File: src/rtl/mux_scan_pkg.sv
`default_nettype none
// ============================================================================
// Module      : mux_scan_pkg
// Description : Mode encodings, FSM states and helpers for mux_scan_sampler.
// Revision    : 1.0  initial release
// ============================================================================
package mux_scan_pkg;

    localparam logic [1:0] MODE_MANUAL = 2'b00;
    localparam logic [1:0] MODE_SCAN   = 2'b01;
    localparam logic [1:0] MODE_SWEEP  = 2'b10;

    typedef enum logic [0:0] {
        IDLE = 1'b0,
        RUN  = 1'b1
    } state_e;

    // Reserved encoding 2'b11 falls through to manual behaviour.
    function automatic logic is_scan_mode(input logic [1:0] mode);
        return (mode == MODE_SCAN) || (mode == MODE_SWEEP);
    endfunction

endpackage : mux_scan_pkg
`default_nettype wire

File: src/rtl/mux_scan_sampler_if.sv
`default_nettype none
// ============================================================================
// Module      : mux_scan_sampler_if
// Description : Channel inputs, run controls and valid/ready sample output.
// Revision    : 1.0  initial release
// ============================================================================
interface mux_scan_sampler_if #(
    parameter int N_CH   = 8,
    parameter int DATA_W = 1
);
    localparam int SEL_W = $clog2(N_CH);

    logic [N_CH*DATA_W-1:0] din;
    logic                   en;
    logic [1:0]             mode;
    logic [SEL_W-1:0]       sel;
    logic [N_CH-1:0]        ch_mask;
    logic [DATA_W-1:0]      out_data;
    logic [SEL_W-1:0]       out_ch;
    logic                   out_valid;
    logic                   out_ready;
    logic                   done;

    modport master (
        output din, en, mode, sel, ch_mask, out_ready,
        input  out_data, out_ch, out_valid, done
    );

    modport slave (
        input  din, en, mode, sel, ch_mask, out_ready,
        output out_data, out_ch, out_valid, done
    );

endinterface : mux_scan_sampler_if
`default_nettype wire

File: src/rtl/mux_scan_next.sv
`default_nettype none
// ============================================================================
// Module      : mux_scan_next
// Description : Circular priority finder: first masked-in channel after ptr
//               (or from index 0 when i_from_zero is set).
// Revision    : 1.0  initial release
// ============================================================================
module mux_scan_next #(
    parameter  int N_CH  = 8,
    localparam int SEL_W = $clog2(N_CH)
) (
    input  wire logic [SEL_W-1:0] i_ptr,
    input  wire logic [N_CH-1:0]  i_ch_mask,
    input  wire logic             i_from_zero,
    output logic      [SEL_W-1:0] o_next,
    output logic                  o_any,
    output logic                  o_wrapped
);

    logic [SEL_W-1:0] w_start;
    logic [SEL_W-1:0] w_idx;

    // Walk offsets high-to-low so the smallest offset from w_start wins;
    // N_CH is a power of two, so SEL_W-bit addition wraps for free.
    always_comb begin
        w_start = i_from_zero ? '0 : (i_ptr + SEL_W'(1));
        w_idx   = '0;
        o_next  = '0;
        o_any   = 1'b0;
        for (int i = N_CH - 1; i >= 0; i--) begin
            w_idx = w_start + SEL_W'(i);
            if (i_ch_mask[w_idx]) begin
                o_next = w_idx;
                o_any  = 1'b1;
            end
        end
    end

    assign o_wrapped = o_any && (o_next <= i_ptr);

endmodule : mux_scan_next
`default_nettype wire

File: src/rtl/mux_scan_sampler.sv
`default_nettype none
// ============================================================================
// Module      : mux_scan_sampler
// Description : Registered N-channel mux with manual, round-robin and
//               single-sweep selection, valid/ready output tagged by channel.
// Revision    : 1.0  initial release
// ============================================================================
module mux_scan_sampler
    import mux_scan_pkg::*;
#(
    parameter int N_CH   = 8,
    parameter int DATA_W = 1
) (
    input  wire logic          clk,
    input  wire logic          rst,
    mux_scan_sampler_if.slave  bus
);

    localparam int SEL_W = $clog2(N_CH);

    state_e            r_state,     w_state_nxt;
    logic [SEL_W-1:0]  r_ptr,       w_ptr_nxt;
    logic [DATA_W-1:0] r_out_data,  w_data_nxt;
    logic [SEL_W-1:0]  r_out_ch,    w_ch_nxt;
    logic              r_out_valid, w_valid_nxt;
    logic              r_done,      w_done_nxt;

    logic [DATA_W-1:0] w_chan [N_CH];
    logic [SEL_W-1:0]  w_next;
    logic              w_any;
    logic              w_wrapped;
    logic              w_scan;
    logic              w_load_ok;

    for (genvar k = 0; k < N_CH; k++) begin : g_unpack
        assign w_chan[k] = bus.din[k*DATA_W +: DATA_W];
    end

    // In IDLE the finder searches from index 0 to seed the scan pointer.
    mux_scan_next #(
        .N_CH (N_CH)
    ) u_next (
        .i_ptr       (r_ptr),
        .i_ch_mask   (bus.ch_mask),
        .i_from_zero (r_state == IDLE),
        .o_next      (w_next),
        .o_any       (w_any),
        .o_wrapped   (w_wrapped)
    );

    assign w_scan    = is_scan_mode(bus.mode);
    assign w_load_ok = !r_out_valid || bus.out_ready;

    always_comb begin
        w_state_nxt = r_state;
        w_ptr_nxt   = r_ptr;
        w_data_nxt  = r_out_data;
        w_ch_nxt    = r_out_ch;
        w_valid_nxt = r_out_valid && !bus.out_ready;
        w_done_nxt  = 1'b0;
        case (r_state)
            IDLE: begin
                if (bus.en && (!w_scan || w_any)) begin
                    w_state_nxt = RUN;
                    if (w_scan) begin
                        w_ptr_nxt = w_next;
                    end
                end
            end
            RUN: begin
                if (!bus.en || (w_scan && !w_any)) begin
                    w_state_nxt = IDLE;
                end else if (w_load_ok) begin
                    w_valid_nxt = 1'b1;
                    if (!w_scan) begin
                        w_data_nxt = w_chan[bus.sel];
                        w_ch_nxt   = bus.sel;
                    end else begin
                        w_data_nxt = w_chan[r_ptr];
                        w_ch_nxt   = r_ptr;
                        w_ptr_nxt  = w_next;
                        if ((bus.mode == MODE_SWEEP) && w_wrapped) begin
                            w_state_nxt = IDLE;
                            w_done_nxt  = 1'b1;
                        end
                    end
                end
            end
            default: w_state_nxt = IDLE;
        endcase
    end

    always_ff @(posedge clk or posedge rst) begin
        if (rst) begin
            r_state     <= IDLE;
            r_ptr       <= '0;
            r_out_data  <= '0;
            r_out_ch    <= '0;
            r_out_valid <= 1'b0;
            r_done      <= 1'b0;
        end else begin
            r_state     <= w_state_nxt;
            r_ptr       <= w_ptr_nxt;
            r_out_data  <= w_data_nxt;
            r_out_ch    <= w_ch_nxt;
            r_out_valid <= w_valid_nxt;
            r_done      <= w_done_nxt;
        end
    end

    assign bus.out_data  = r_out_data;
    assign bus.out_ch    = r_out_ch;
    assign bus.out_valid = r_out_valid;
    assign bus.done      = r_done;

endmodule : mux_scan_sampler
`default_nettype wire

File: src/flat_wrapper.sv
// flat-port wrapper written by rule: the top's interface ports become plain ports
module mux_scan_sampler_flat import mux_scan_pkg::*;
#(
    parameter int N_CH   = 8,
    parameter int DATA_W = 1
)
  (clk, rst, bus_din, bus_en, bus_mode, bus_sel, bus_ch_mask, bus_out_ready, bus_out_data, bus_out_ch, bus_out_valid, bus_done);
  mux_scan_sampler_if #(.N_CH(N_CH), .DATA_W(DATA_W)) bus_i ();
  input  wire logic clk;
  input  wire logic rst;
  input wire logic [$bits(bus_i.din)-1:0] bus_din;
  input wire logic [$bits(bus_i.en)-1:0] bus_en;
  input wire logic [$bits(bus_i.mode)-1:0] bus_mode;
  input wire logic [$bits(bus_i.sel)-1:0] bus_sel;
  input wire logic [$bits(bus_i.ch_mask)-1:0] bus_ch_mask;
  input wire logic [$bits(bus_i.out_ready)-1:0] bus_out_ready;
  output wire logic [$bits(bus_i.out_data)-1:0] bus_out_data;
  output wire logic [$bits(bus_i.out_ch)-1:0] bus_out_ch;
  output wire logic [$bits(bus_i.out_valid)-1:0] bus_out_valid;
  output wire logic [$bits(bus_i.done)-1:0] bus_done;
  assign bus_i.din = bus_din;
  assign bus_i.en = bus_en;
  assign bus_i.mode = bus_mode;
  assign bus_i.sel = bus_sel;
  assign bus_i.ch_mask = bus_ch_mask;
  assign bus_i.out_ready = bus_out_ready;
  assign bus_out_data = bus_i.out_data;
  assign bus_out_ch = bus_i.out_ch;
  assign bus_out_valid = bus_i.out_valid;
  assign bus_done = bus_i.done;
  mux_scan_sampler #(.N_CH(N_CH), .DATA_W(DATA_W)) u_core (.clk(clk), .rst(rst), .bus(bus_i));
endmodule
File: config.mk
export PLATFORM = sky130hd
export DESIGN_NAME = mux_scan_sampler_flat
export DESIGN_NICKNAME = d
export VERILOG_FILES = /design/src/rtl/mux_scan_pkg.sv /design/src/rtl/mux_scan_sampler_if.sv /design/src/rtl/mux_scan_next.sv /design/src/rtl/mux_scan_sampler.sv /design/src/flat_wrapper.sv
export SDC_FILE = /design/constraint.sdc
export NUM_CORES = 1
export LEC_CHECK = 0
export CAP_MARGIN = 40
export CORE_ASPECT_RATIO = 0.75
export CORE_UTILIZATION = 45
export DETAILED_ROUTE_END_ITERATION = 16
export PLACE_DENSITY = 0.78
export SLEW_MARGIN = 20
export SYNTH_ARGS = -nofsm -noshare
export SYNTH_HDL_FRONTEND = slang
export SYNTH_SLANG_ARGS = --single-unit
File: constraint.sdc
create_clock -name clk -period 4.5 [get_ports clk]
set_clock_uncertainty 0.1 [all_clocks]
set_input_delay 0.9 -clock clk [delete_from_list [all_inputs] [get_ports clk]]
set_output_delay 0.9 -clock clk [all_outputs]
set_load 0.02 [all_outputs]
Yosys cells after proc, flatten, opt, wreduce, memory -nomap -nowiden
Index checks and enable logic that the tools add are counted.
- memories: 0
- RAM bits: 0
- logic and storage cells: 110
- memory bits (read-only): 0
- bits in registers: 10
- input port bits: 25
- output and inout bits: 6
- latch bits: 0
- multiply operators: 0
- multiplexer cells: 60
- div/mod/pow operators: 0
- shifts and indexed selects: 0
- add/subtract/negate cells: 8
- order comparisons: 11
- bitwise gates (word level): 4
- equal/unequal tests: 5
- reductions and logical operators: 16
- operators with widths (cell ; number):
    2-to-1 mux 3 bit ; 14
    2-to-1 mux 1 bit ; 34
    less-than comparator 3 x 4 -> 1 bit, second input constant ; 8
    binary-select mux 1 bit (select 3 bit) ; 10
    adder 3 bit, second input constant ; 4
    greater-or-equal comparator 4 bit, second input constant ; 2
    inverter 3 -> 4 bit ; 2
    adder 3 x 1 -> 3 bit, second input constant ; 2
    adder 3 x 2 -> 3 bit, second input constant ; 2
    one-hot mux 3 bit (2 select lines) ; 1
    AND reduction 3 bit ; 2
    logical AND 1 bit ; 5
    zero test 1 bit ; 5
    logical OR 1 bit ; 4
    inequality test 2 bit, second input constant ; 2
    less-or-equal comparator 3 bit ; 1
    equality test 2 x 1 -> 1 bit, second input constant ; 1
    equality test 2 bit, second input constant ; 1
    inequality test 2 x 1 -> 1 bit, second input constant ; 1
    inverter 1 bit ; 2
    one-hot mux 1 bit (2 select lines) ; 1

Logic depth before layout (Yosys ltp)
Gate-level depths: netlist of the first run.
- word-level depth: 21
- gate-level depth with buffers: 19
- depth with buffers taken out: 17

Hierarchy
Synthesis of the first run repeated with hierarchy kept, for this count alone.
- cells, all modules: 191
- area total of the unflattened synthesis: 1686.6 µm²
- modules (own cells, without submodules) (module ; instances ; sequential area each (µm²) ; cells an instance ; area an instance (µm²)):
    mux_scan_next ; 1 ; 0.0 ; 144 ; 1082.3
    mux_scan_sampler ; 1 ; 250.2 ; 47 ; 604.3

Worst setup path after synthesis of the first run
No wires, ideal clock.
- path kind: register -> register
- start point: register u_core.r_ptr[1]
- end point: register u_core.r_done, in the netlist u_core.bus.done
- setup time: 66 ps
- stages on the path, launching flop included: 17
- period minus slack after synthesis: 3704 ps
- buffers on the path: 0
- arrival: 3538 ps
- setup slack: 796 ps
- path through: dfrtp_1 -> ha_1 -> nand2_1 -> ha_1 -> a21o_2 -> nand2_1 -> mux4_1 -> nand3_2 -> a211oi_1 -> a211oi_1 -> ha_1 -> nor2b_1 -> o21a_1 -> o21ai_0 -> nand4_1 -> nor3b_1 -> and2_1
- cells in the longest elaborated chain, start to end: 21
- elaborated cells between the ends (all ways): 52
- those cells by class: 8 x add/sub; 1 x order compare; 38 x mux; 5 x reduce/logical
- RTL lines (element ; RTL line ; source):
    start, declared ; mux_scan_sampler.sv:22 ; logic [SEL_W-1:0] r_ptr, w_ptr_nxt;
    start signal, assigned ; mux_scan_sampler.sv:103 ; r_ptr <= w_ptr_nxt;
    adder 3 x 1 -> 3 bit * ; mux_scan_next.sv:26 ; w_start = i_from_zero ? '0 : (i_ptr + SEL_W'(1));
    2-to-1 mux 3 bit * ; mux_scan_next.sv:26 ;
    adder 3 bit ; mux_scan_next.sv:31 ; w_idx = w_start + SEL_W'(i);
    binary-select mux 1 bit (select 3 bit) ; mux_scan_next.sv:32 ; if (i_ch_mask[w_idx]) begin
    2-to-1 mux 1 bit (not written as such) ; mux_scan_next.sv:32 ;
    2-to-1 mux 3 bit (7 in a row) ; mux_scan_next.sv:32 ;
    2-to-1 mux 3 bit * ; mux_scan_next.sv:32 ;
    net u_core.u_next.o_next[1] ; mux_scan_next.sv:15 ; output logic [SEL_W-1:0] o_next,
    less-or-equal comparator 3 bit * ; mux_scan_next.sv:39 ; assign o_wrapped = o_any && (o_next <= i_ptr);
    logical AND 1 bit * ; mux_scan_next.sv:39 ;
    logical AND 1 bit * ; mux_scan_sampler.sv:82 ; if ((bus.mode == MODE_SWEEP) && w_wrapped) begin
    2-to-1 mux 1 bit * ; mux_scan_sampler.sv:82 ;
    2-to-1 mux 1 bit * ; mux_scan_sampler.sv:75 ; if (!w_scan) begin
    2-to-1 mux 1 bit * ; mux_scan_sampler.sv:73 ; end else if (w_load_ok) begin
    2-to-1 mux 1 bit * ; mux_scan_sampler.sv:71 ; if (!bus.en || (w_scan && !w_any)) begin
    2-to-1 mux 1 bit * ; mux_scan_sampler.sv:61 ; case (r_state)
    net u_core.w_done_nxt ; mux_scan_sampler.sv:26 ; logic r_done, w_done_nxt;
    end signal, assigned ; mux_scan_sampler.sv:107 ; r_done <= w_done_nxt;
    end, declared ; mux_scan_sampler.sv:26 ;
Mark *: on every way through the listed nets, which the timed path passes. The rest lies on a longest branch. The select of a mux whose other input is x is not followed.
A chain may end at the register's enable or synchronous reset.

Worst setup path in the final report of the first run
- start point: input bus_ch_mask[0]
- end point: register u_core.r_done, in the netlist u_core.bus.done
- cells in the longest elaborated chain, start to end: 18
- elaborated cells between the ends (all ways): 43
- those cells by class: 1 x order compare; 37 x mux; 5 x reduce/logical
- RTL lines (element ; RTL line ; source):
    start, declared ; flat_wrapper.sv:15 ; input wire logic [$bits(bus_i.ch_mask)-1:0] bus_ch_mask;
    binary-select mux 1 bit (select 3 bit) ; mux_scan_next.sv:32 ;
    2-to-1 mux 1 bit (not written as such) ; mux_scan_next.sv:32 ;
    2-to-1 mux 3 bit (7 in a row) ; mux_scan_next.sv:32 ;
    2-to-1 mux 3 bit * ; mux_scan_next.sv:32 ;
    net u_core.u_next.o_next[1] ; mux_scan_next.sv:15 ;
    less-or-equal comparator 3 bit * ; mux_scan_next.sv:39 ;
    logical AND 1 bit * ; mux_scan_next.sv:39 ;
    logical AND 1 bit * ; mux_scan_sampler.sv:82 ;
    2-to-1 mux 1 bit * ; mux_scan_sampler.sv:82 ;
    2-to-1 mux 1 bit * ; mux_scan_sampler.sv:75 ;
    2-to-1 mux 1 bit * ; mux_scan_sampler.sv:73 ;
    2-to-1 mux 1 bit * ; mux_scan_sampler.sv:71 ;
    2-to-1 mux 1 bit * ; mux_scan_sampler.sv:61 ;
    net u_core.w_done_nxt ; mux_scan_sampler.sv:26 ;
Marked as above.

==> impl_summary.log, run 1 <==
INFO  metric status = completed
INFO  metric nNetsFinal = between 200 and 300
INFO  metric die_width = between 70 and 80 um
INFO  metric antenna-diode-count = 0
INFO  metric die_y = 55.90 um
INFO  metric drt-wirelength-per-cell = 17.69 um
INFO  metric detail-route-antenna-nets = 0
INFO  metric finalWorstPathRequiredPeriod = about 4.2 ns
INFO  metric ir_worst_vdd = 0.3346 mV
INFO  metric fraction_of_the_cycle_the_final_worst_path_needs = 93.76%
INFO  metric grt_first_pass_wirelength = around 7500 um
INFO  metric grt_use_total = 24.23%
INFO  metric post_synth_fa_ha_maj_area_fraction = a little over 5%
INFO  metric critical_path.max_fanout = 6
INFO  metric dp_worst_setup_slack = approximately 0.14 ns
INFO  metric netlist_top_cells_area = dfrtp_1 14%, mux2_2 7.1%, mux4_2 6.5%
INFO  metric worst_ep_required_time = 4.57 ns
INFO  metric num_io_pins = 31
INFO  metric mostFrequentLayoutCell = clkdlybuf4s50_1
INFO  metric timing.fmax = 237.0 MHz
INFO  metric ys_dominant_reg_cell = dfrtp_1
INFO  metric worstMarginPinSlew = 0.4416 ns
INFO  metric hold_viol_final = 0
INFO  metric async_flop_share = 100.0%
INFO  metric grt_remaining_overflow = 0
INFO  metric powerDensity = roughly 770 nW/um2
INFO  metric routed_wirelength = between 4000 and 5000 um
INFO  metric path_clk_slew = 0.05 ns
INFO  metric timing.hold.worst.class = flop to flop
INFO  metric cts_hold_repair.buffers = 0
INFO  metric synth_xor_xnor_area_share = 3.661%
INFO  metric cts-root-to-sink-buffers = 2
INFO  metric mappedNetlistNets = 222
INFO  metric final.setup.worst_slack = approximately 0.28 ns
INFO  metric power.static_leakage = 0.0008581 uW
INFO  metric detailedRoute.firstPassIterationCount = 4
INFO  metric timing.critical_path.to_type = flop
INFO  metric synth_top_family_by_area = multiplexers
INFO  metric max_cap_viol_count = 0
INFO  metric cts_root_buf = clkbuf_8
INFO  metric synth_compound_gate_area_share = a little under a quarter
INFO  metric cts_made_buffers = 3
INFO  metric layout-drive-gt1-share = between 10% and 20%
INFO  metric totalPowerFinal = 1615 uW
INFO  metric setup_viol_count_final = 0
INFO  metric worst-endpoint-arrival = 4.29 ns
INFO  metric worstSetupPathType = input port to flop
INFO  metric cts_setup_buffers = 0
INFO  metric htree_num_levels = 1
INFO  metric timing.slew.headroom = 70.38%
INFO  metric report.final.slew_viol_count = 0
INFO  metric worst_skew_pair.late_latency = approximately 0.24 ns
INFO  metric ys_types = 56
INFO  metric number_of_enable_type_register_cells_in_the_synthesized_netlist = 0
INFO  metric synth_mux_area_share = about a quarter
INFO  metric setup_tns = 0 ns
INFO  metric numPortBuffers = 30
INFO  metric ys_ff_latch = 10
INFO  metric drt-vias-per-instance = 6.166
INFO  metric die_area = 4128 um2
INFO  metric post_synth_instance_area = 1743 um2
INFO  metric synth_area_leader_cell = dfrtp_1
INFO  metric antenna_violations_before_repair = 0
INFO  metric core_region_area = 3685 um2
INFO  metric dr_total_vias = 1,671
INFO  metric r2r_slack = 0.33 ns
INFO  metric post_synth.cell_area_avg = just over 9 um2
INFO  metric drcViolationCount = 0
INFO  metric portion_of_the_post_synthesis_area_used_by_sequential_elements = 14.36%
INFO  metric placed_cell_area = roughly 2000 um2
INFO  metric grt_pass1_vias = 1,553
INFO  metric initial_utilization = 47.30%
INFO  metric num_rows = 19
INFO  metric final_area = 2098 um2
INFO  metric layout.cells.most_common_list = 30 x clkdlybuf4s50_1, 17 x nand2_1, 14 x o21ai_0, 13 x nor2_1
INFO  metric cts_tree = done
INFO  metric synthSimpleGateAreaFrac = 20.24%
INFO  metric cts.sink_count = 10
INFO  metric dp_hpwl = between 3000 and 4000 um
INFO  metric crit_path_start_kind = input port
INFO  metric place_congestion = ~0.94
INFO  metric yosys_warnings = 0
INFO  metric rsz0062_at_grt = no
INFO  metric post_synth_inst_count = 190
INFO  metric synth_top_cell_area_share = 14.36%
INFO  metric largest_net_degree_at_the_start_of_global_routing = 22
INFO  metric drt_first_iter_violations = 132
INFO  metric flow.area_growth_from_synthesis = 20.39%
==> path summary, 6_finish.rpt <==
kind | from | to | depth (start not counted)
setup / recovery | bus_ch_mask[0] | u_core.bus.done | 14
hold / removal | u_core.bus.out_data | u_core.bus.out_data | 1
setup reg to reg | u_core.r_ptr[0] | u_core.bus.done | 16
hold reg to reg | u_core.bus.out_data | u_core.bus.out_data | 1
max in group asynchronous | rst | u_core.r_ptr[2] | 2
min in group asynchronous | rst | u_core.bus.out_valid | 2
==> registers in the layout, indices dropped and copies added, names as in the netlist <==
signal	count
u_core.bus.out_ch	3
u_core.r_ptr	3
u_core.bus.done	1
u_core.bus.out_data	1
u_core.bus.out_valid	1
u_core.r_state	1
==> cell usage after synthesis, types with 2 or more instances <==
library cell	number
nor2_1	13
mux2i_1	11
a22oi_1	3
o211ai_1	3
and3_1	7
nand3_1	5
o2111ai_1	2
inv_1	8
buf_6	3
mux2_2	11
o22ai_1	3
dfrtp_1	10
a21oi_1	5
nor2b_1	2
nand2_1	18
a211o_1	2
a211oi_1	7
o21ai_0	14
nor3_1	2
and2_1	8
mux4_1	4
mux4_2	5
clkbuf_8	4
ha_1	7
o2bb2ai_1	2
==> cell type report <==
class	count	area [um2]
fill	321	1587
multi-input combinational	162	1370
timing repair buffer	35	337.8
sequential	10	250.2
tap	52	65.06
clock buffer	3	41.29
inverter	9	33.78
==> kinds of logic after synthesis <==
family | after synthesis
AO/OA/AOI/OAI | 54
adder cells (fa/ha/maj) | 7
multiplexers | 32
XOR/XNOR | 3
flip-flops | 10
AND/OR/NAND/NOR | 66
buffers and inverters | 18
==> through the flow <==
stage / hold WS, ns / utilization (%) / instances
CTS: 0.4035 / 56.74 / 271
global placement: 0.3885 / 55.62 / 268
detailed placement: 0.3927 / 55.62 / 268
floorplan: 0.4618 / - / 190
global route: 0.4144 / 56.94 / 271
finish: 0.3992 / 56.94 / 271
==> worst max-delay path, stage by stage <==
cell and delay [ns]:
clkdlybuf4s50_1 0.50, and3_1 0.22, a211oi_1 0.39, o22ai_1 0.21
o31ai_1 0.25, o2111ai_1 0.17, a211oi_2 0.31, ha_1 0.28
nor2b_1 0.14, o21a_1 0.18, o21ai_0 0.20, nand4_1 0.12
nor3b_1 0.26, and2_1 0.17
==> where the power goes <==
| part | switching, uW | internal [uW] | total (uW) |
|---|---|---|---|
| Combinational | 745 | 623 | 1370 |
| Sequential | 30.7 | 123 | 154 |
| Clock | 34.7 | 58.6 | 93.2 |
==> timing repair <==
action,CTS,global route
endpoints found under the setup margin,0,2
endpoints found under the hold margin,0,0
resized for setup,0,2
==> metal layers <==
| metal | global-route usage, % | wire (um) | part of all wire, % | vias to the layer above |
|---|---|---|---|---|
| li1 | - | - | - | 800 |
| met1 | 35.93 | 2292 | 48 | 791 |
| met2 | 35.65 | 2133 | 44 | 76 |
| met3 | 5.435 | 348 | 7.3 | 4 |
| met4 | 5.495 | 21 | 0.44 | 0 |
| met5 | 0 | 0 | 0 | - |
(Power assumes the default switching activity.)
==> run 2: changes to the inputs <==
clock period = 4.9 ns   (was 4.5 ns; I/O delays follow)
==> impl_summary.log, run 2 (synthesized netlist as in run 1, its figures left out) <==
INFO  metric status = completed
INFO  metric cts_made_buffers = 3
INFO  metric hold_viol_final = 0
INFO  metric path_clk_slew = 0.05 ns
INFO  metric cts-root-to-sink-buffers = 2
INFO  metric cts_root_buf = clkbuf_8
INFO  metric worst-endpoint-arrival = about 4.4 ns
INFO  metric crit_path_start_kind = flop
INFO  metric worst_ep_required_time = 4.98 ns
INFO  metric cts_setup_buffers = 0
INFO  metric layout.cells.most_common_list = 30 x clkdlybuf4s50_1, 18 x nand2_1, 14 x o21ai_0, 13 x nor2_1
INFO  metric grt_use_total = 24.61%
INFO  metric setup_viol_count_final = 0
INFO  metric detailedRoute.firstPassIterationCount = 5
INFO  metric critical_path.max_fanout = 17
INFO  metric nNetsFinal = 251
INFO  metric fraction_of_the_cycle_the_final_worst_path_needs = 88.93%
INFO  metric grt_first_pass_wirelength = 7707 um
INFO  metric setup_tns = 0 ns
INFO  metric finalWorstPathRequiredPeriod = 4.358 ns
INFO  metric power.static_leakage = 0.0008540 uW
INFO  metric num-fill-cells = 321
INFO  metric fin_hold_ws = 0.4013 ns
INFO  metric num_io_pins = 31
INFO  metric drt-vias-per-instance = 6.456
INFO  metric cts_tree = done
INFO  metric numPortBuffers = 30
INFO  metric largest_net_degree_at_the_start_of_global_routing = 22
INFO  metric initial_utilization = 47.30%
INFO  metric final_cells = 270
INFO  metric die_y = 55.90 um
INFO  metric timing.critical_path.to_type = flop
INFO  metric dr_total_vias = about 1,700
INFO  metric mostFrequentLayoutCell = clkdlybuf4s50_1
INFO  metric post_cts_resize_count = 0
INFO  metric timing.slew.headroom = 60.71%
INFO  metric layout-drive-gt1-share = 15.60%
INFO  metric num_rows = 19
INFO  metric worst_skew_pair.late_latency = 0.24 ns
INFO  metric worstMarginPinSlew = 0.5893 ns
INFO  metric htree_num_levels = 1
INFO  metric ir_worst_vdd = 0.4545 mV
INFO  metric detail-route-antenna-nets = 0
INFO  metric die_area = 4128 um2
INFO  metric place_congestion = 0.9077
INFO  metric routed_wirelength = just under 5000 um
INFO  metric antenna_violations_before_repair = 0
INFO  metric post-place-cells = 266
INFO  metric die_width = 73.86 um
INFO  metric cts.sink_count = 10
INFO  metric drcViolationCount = 0
INFO  metric powerDensity = 707.1 nW/um2
INFO  metric cts_hold_repair.buffers = 0
INFO  metric max_cap_viol_count = 0
INFO  metric drt-wirelength-per-cell = approximately 18 um
INFO  metric core_region_area = roughly 3700 um2
INFO  metric worstSetupPathType = flop to flop
INFO  metric drt_first_iter_violations = between 100 and 150
INFO  metric grt_remaining_overflow = 0
INFO  metric timing.hold.worst.class = flop to flop
INFO  metric flow.area_growth_from_synthesis = 19.88%
INFO  metric dp_hpwl = between 3000 and 4000 um
INFO  metric report.final.slew_viol_count = 0
INFO  metric rsz0062_at_grt = no
INFO  metric grt_pass1_vias = ~1,500
INFO  metric timing.fmax = 229.5 MHz
INFO  metric antenna-diode-count = 0
-- run 2: final cells by class --
cell class	count	area (um2)	area share, %
sequential	10	250.2	11.98
timing repair buffer	33	322.8	15.45
inverter	9	33.78	1.617
tap	52	65.06	3.114
multi-input combinational	162	1363	65.21
clock buffer	4	55.05	2.635
-- run 2: worst max-delay path: stages, from the launching register on --
cell and delay (ns):
dfrtp_1 0.71, nand2_1 0.31, ha_1 0.55, mux4_2 0.38
a32oi_1 0.27, o2bb2ai_1 0.14, a211oi_1 0.29, o2111ai_1 0.19
nor2b_1 0.19, ha_1 0.33, o21a_1 0.12, o21ai_0 0.16
nand4_1 0.11, nor3b_1 0.27, and2_1 0.16
-- run 2: metal layers --
layer / track usage (%) / vias to the layer above / part of all wire [%]
met1: 39.20 / 850 / 49
met5: 0 / - / 0
met3: 6.159 / 11 / 9.5
met2: 33.16 / 90 / 40
met4: 4.670 / 0 / 1.4
li1: - / 792 / -
-- run 2: stage by stage --
stage | utilization [%] | total power [uW] | cell area, um2 | setup WS [ns]
detailed placement | 55.21 | 1333 | 2034 | 0.5040
global route | 56.71 | 1591 | 2090 | 0.2496
finish | 56.71 | 1477 | 2090 | 0.5422
global placement | 55.21 | 1311 | 2034 | 0.5520
floorplan | - | 1091 | 1743 | 1.196
CTS | 56.71 | 1448 | 2090 | 0.6337
-- run 2: path summary, 6_finish.rpt --
| check | from | to | slack (ns) | cells after the start |
|---|---|---|---|---|
| worst max-delay path | u_core.r_state | u_core.bus.done | 0.54 | 14 |
| worst min-delay path | u_core.bus.out_data | u_core.bus.out_data | 0.40 | 1 |
| worst max register to register | u_core.r_state | u_core.bus.done | 0.54 | 14 |
| worst min register to register | u_core.bus.out_data | u_core.bus.out_data | 0.40 | 1 |
| max in group asynchronous | rst | u_core.bus.out_ch[0] | 3.48 | 2 |
| min in group asynchronous | rst | u_core.bus.out_valid | 0.93 | 2 |
-- run 2: report_power, final --
| group | switching, uW | total, uW | leakage [uW] | internal, uW |
|---|---|---|---|---|
| clock network | 35.9 | 107 | 0.0000288 | 70.9 |
| registers | 30.6 | 143 | 0.000124 | 113 |
| logic | 667 | 1230 | 0.000701 | 560 |
| total | 733 | 1480 | 0.000854 | 744 |
==> run 3: changes to the inputs <==
MAX_ROUTING_LAYER = met4   (was default)
==> impl_summary.log, run 3 (synthesized netlist as in run 1, its figures left out) <==
INFO  metric status = completed
INFO  metric seq_area = ~250 um2
INFO  metric num_io_pins = 31
INFO  metric timing.hold.worst.class = flop to flop
INFO  metric worstMarginPinSlew = 0.5824 ns
INFO  metric largest_net_degree_at_the_start_of_global_routing = 22
INFO  metric grt_use_total = 25.75%
INFO  metric crit_path_start_kind = flop
INFO  metric report.final.slew_viol_count = 0
INFO  metric flow.area_growth_from_synthesis = 19.45%
INFO  metric num-fill-cells = approximately 340
INFO  metric worst_skew_pair.late_latency = 0.24 ns
INFO  metric place_congestion = 0.9489
INFO  metric cts_hold_repair.buffers = 0
INFO  metric multi_input_comb_area = 1363 um2
INFO  metric post-place-cells = 265
INFO  metric die_area = 4128 um2
INFO  metric cts_root_buf = clkbuf_8
INFO  metric cts_setup_buffers = 0
INFO  metric antenna-diode-count = 0
INFO  metric detailedRoute.firstPassIterationCount = 4
INFO  metric worstSetupPathType = flop to flop
INFO  metric layout.cells.most_common_list = 30 x clkdlybuf4s50_1, 18 x nand2_1, 14 x o21ai_0, 13 x nor2_1
INFO  metric rsz0062_at_grt = no
INFO  metric path_clk_slew = 0.05 ns
INFO  metric dp_hpwl = about 3800 um
INFO  metric fin_hold_ws = 0.4101 ns
INFO  metric core_region_area = about 3700 um2
INFO  metric grt_first_pass_wirelength = between 7000 and 8000 um
INFO  metric gr-max-usage-layer = met1
INFO  metric setup_tns = 0 ns
INFO  metric dr_total_vias = 1,671
INFO  metric fraction_of_the_cycle_the_final_worst_path_needs = between 80 and 90%
INFO  metric cts.sink_count = 10
INFO  metric worst-endpoint-arrival = 4.39 ns
INFO  metric final_area = 2082 um2
INFO  metric power.static_leakage = between 0.0008 and 0.0009 uW
INFO  metric timing.critical_path.to_type = flop
INFO  metric post_cts_resize_count = 0
INFO  metric setup_viol_count_final = 0
INFO  metric max_cap_viol_count = 0
INFO  metric die_y = 55.90 um
INFO  metric cts_made_buffers = 3
INFO  metric grt_util_met2 = 36.17%
INFO  metric nNetsFinal = 250
INFO  metric finalWorstPathRequiredPeriod = ~4.3 ns
INFO  metric hold_viol_final = 0
INFO  metric htree_num_levels = 1
INFO  metric totalPowerFinal = 1448 uW
INFO  metric initial_utilization = 47.30%
INFO  metric grt_pass1_vias = between 1,500 and 2,000
INFO  metric detail-route-antenna-nets = 0
INFO  metric layout-drive-gt1-share = 15.21%
INFO  metric placed_cell_area = slightly above 2000 um2
INFO  metric powerDensity = 695.7 nW/um2
INFO  metric drt-wirelength-per-cell = 17.69 um
INFO  metric met1_usage_in_global_routing = around two fifths
INFO  metric drcViolationCount = 0
INFO  metric die_width = 73.86 um
INFO  metric grtUsageMet3 = under 10%
INFO  metric antenna_violations_before_repair = 0
INFO  metric drt_first_iter_violations = 114
INFO  metric final_cells = 269
INFO  metric cts_tree = done
INFO  metric grt_remaining_overflow = 0
INFO  metric mostFrequentLayoutCell = clkdlybuf4s50_1
INFO  metric critical_path.max_fanout = 17
INFO  metric num_rows = 19
INFO  metric timing.slew.headroom = 61.17%
INFO  metric routed_wirelength = 4759 um
INFO  metric numPortBuffers = 30
INFO  metric drt-vias-per-instance = 6.212
INFO  metric cts-root-to-sink-buffers = 2
INFO  metric timing.fmax = 232.1 MHz
INFO  metric ir_worst_vdd = 0.5308 mV
INFO  metric worst_ep_required_time = 4.98 ns
## run 3: final timing paths
path | start | to | slack [ns] | cells past startpoint
setup / recovery | u_core.r_state | u_core.bus.done | 0.59 | 14
hold / removal | u_core.bus.out_ch[0] | u_core.bus.out_ch[0] | 0.41 | 1
setup reg to reg | u_core.r_state | u_core.bus.done | 0.59 | 14
hold reg to reg | u_core.bus.out_ch[0] | u_core.bus.out_ch[0] | 0.41 | 1
max in group asynchronous | rst | u_core.bus.out_data | 3.46 | 2
min in group asynchronous | rst | u_core.bus.out_valid | 0.94 | 2
## run 3: area by class of cell
cell class,instances,area share (%)
Multi-Input combinational cell,162,65.44
Clock buffer,4,2.644
Tap cell,52,3.125
Inverter,9,1.623
Timing Repair Buffer,32,15.14
Sequential cell,10,12.02
## run 3: routing by layer
| layer | share of wire (%) | vias up |
|---|---|---|
| li1 | - | 794 |
| met1 | 48 | 802 |
| met2 | 44 | 73 |
| met3 | 7.8 | 2 |
| met4 | 0.084 | 0 |
| met5 | 0 | - |
## run 3: through the flow
step | setup slack [ns] | util (%)
after CTS | 0.6569 | 56.50
final | 0.5915 | 56.50
after floorplan | 1.196 | -
after detailed placement | 0.5581 | 55.01
after global routing | 0.2060 | 56.50
after global placement | 0.6023 | 55.01
## run 3: power breakdown
part	internal [uW]	leakage [uW]	switching (uW)	total, uW
Sequential	113	0.000124	31.0	144
Clock	70.9	0.0000288	35.0	106
Combinational	551	0.000696	648	1200
Total	735	0.000849	714	1450
## run 3: worst max-delay path, stage by stage, from the launching register on
cell       delay, ns
dfrtp_1         0.71
nand2_1         0.32
ha_1            0.65
mux4_2          0.40
a32oi_1         0.20
o2bb2ai_1       0.11
a211oi_1        0.26
o2111ai_1       0.20
nor2b_1         0.19
ha_1            0.31
o21a_1          0.11
o21ai_0         0.15
nand4_1         0.11
nor3b_1         0.27
and2_1          0.16
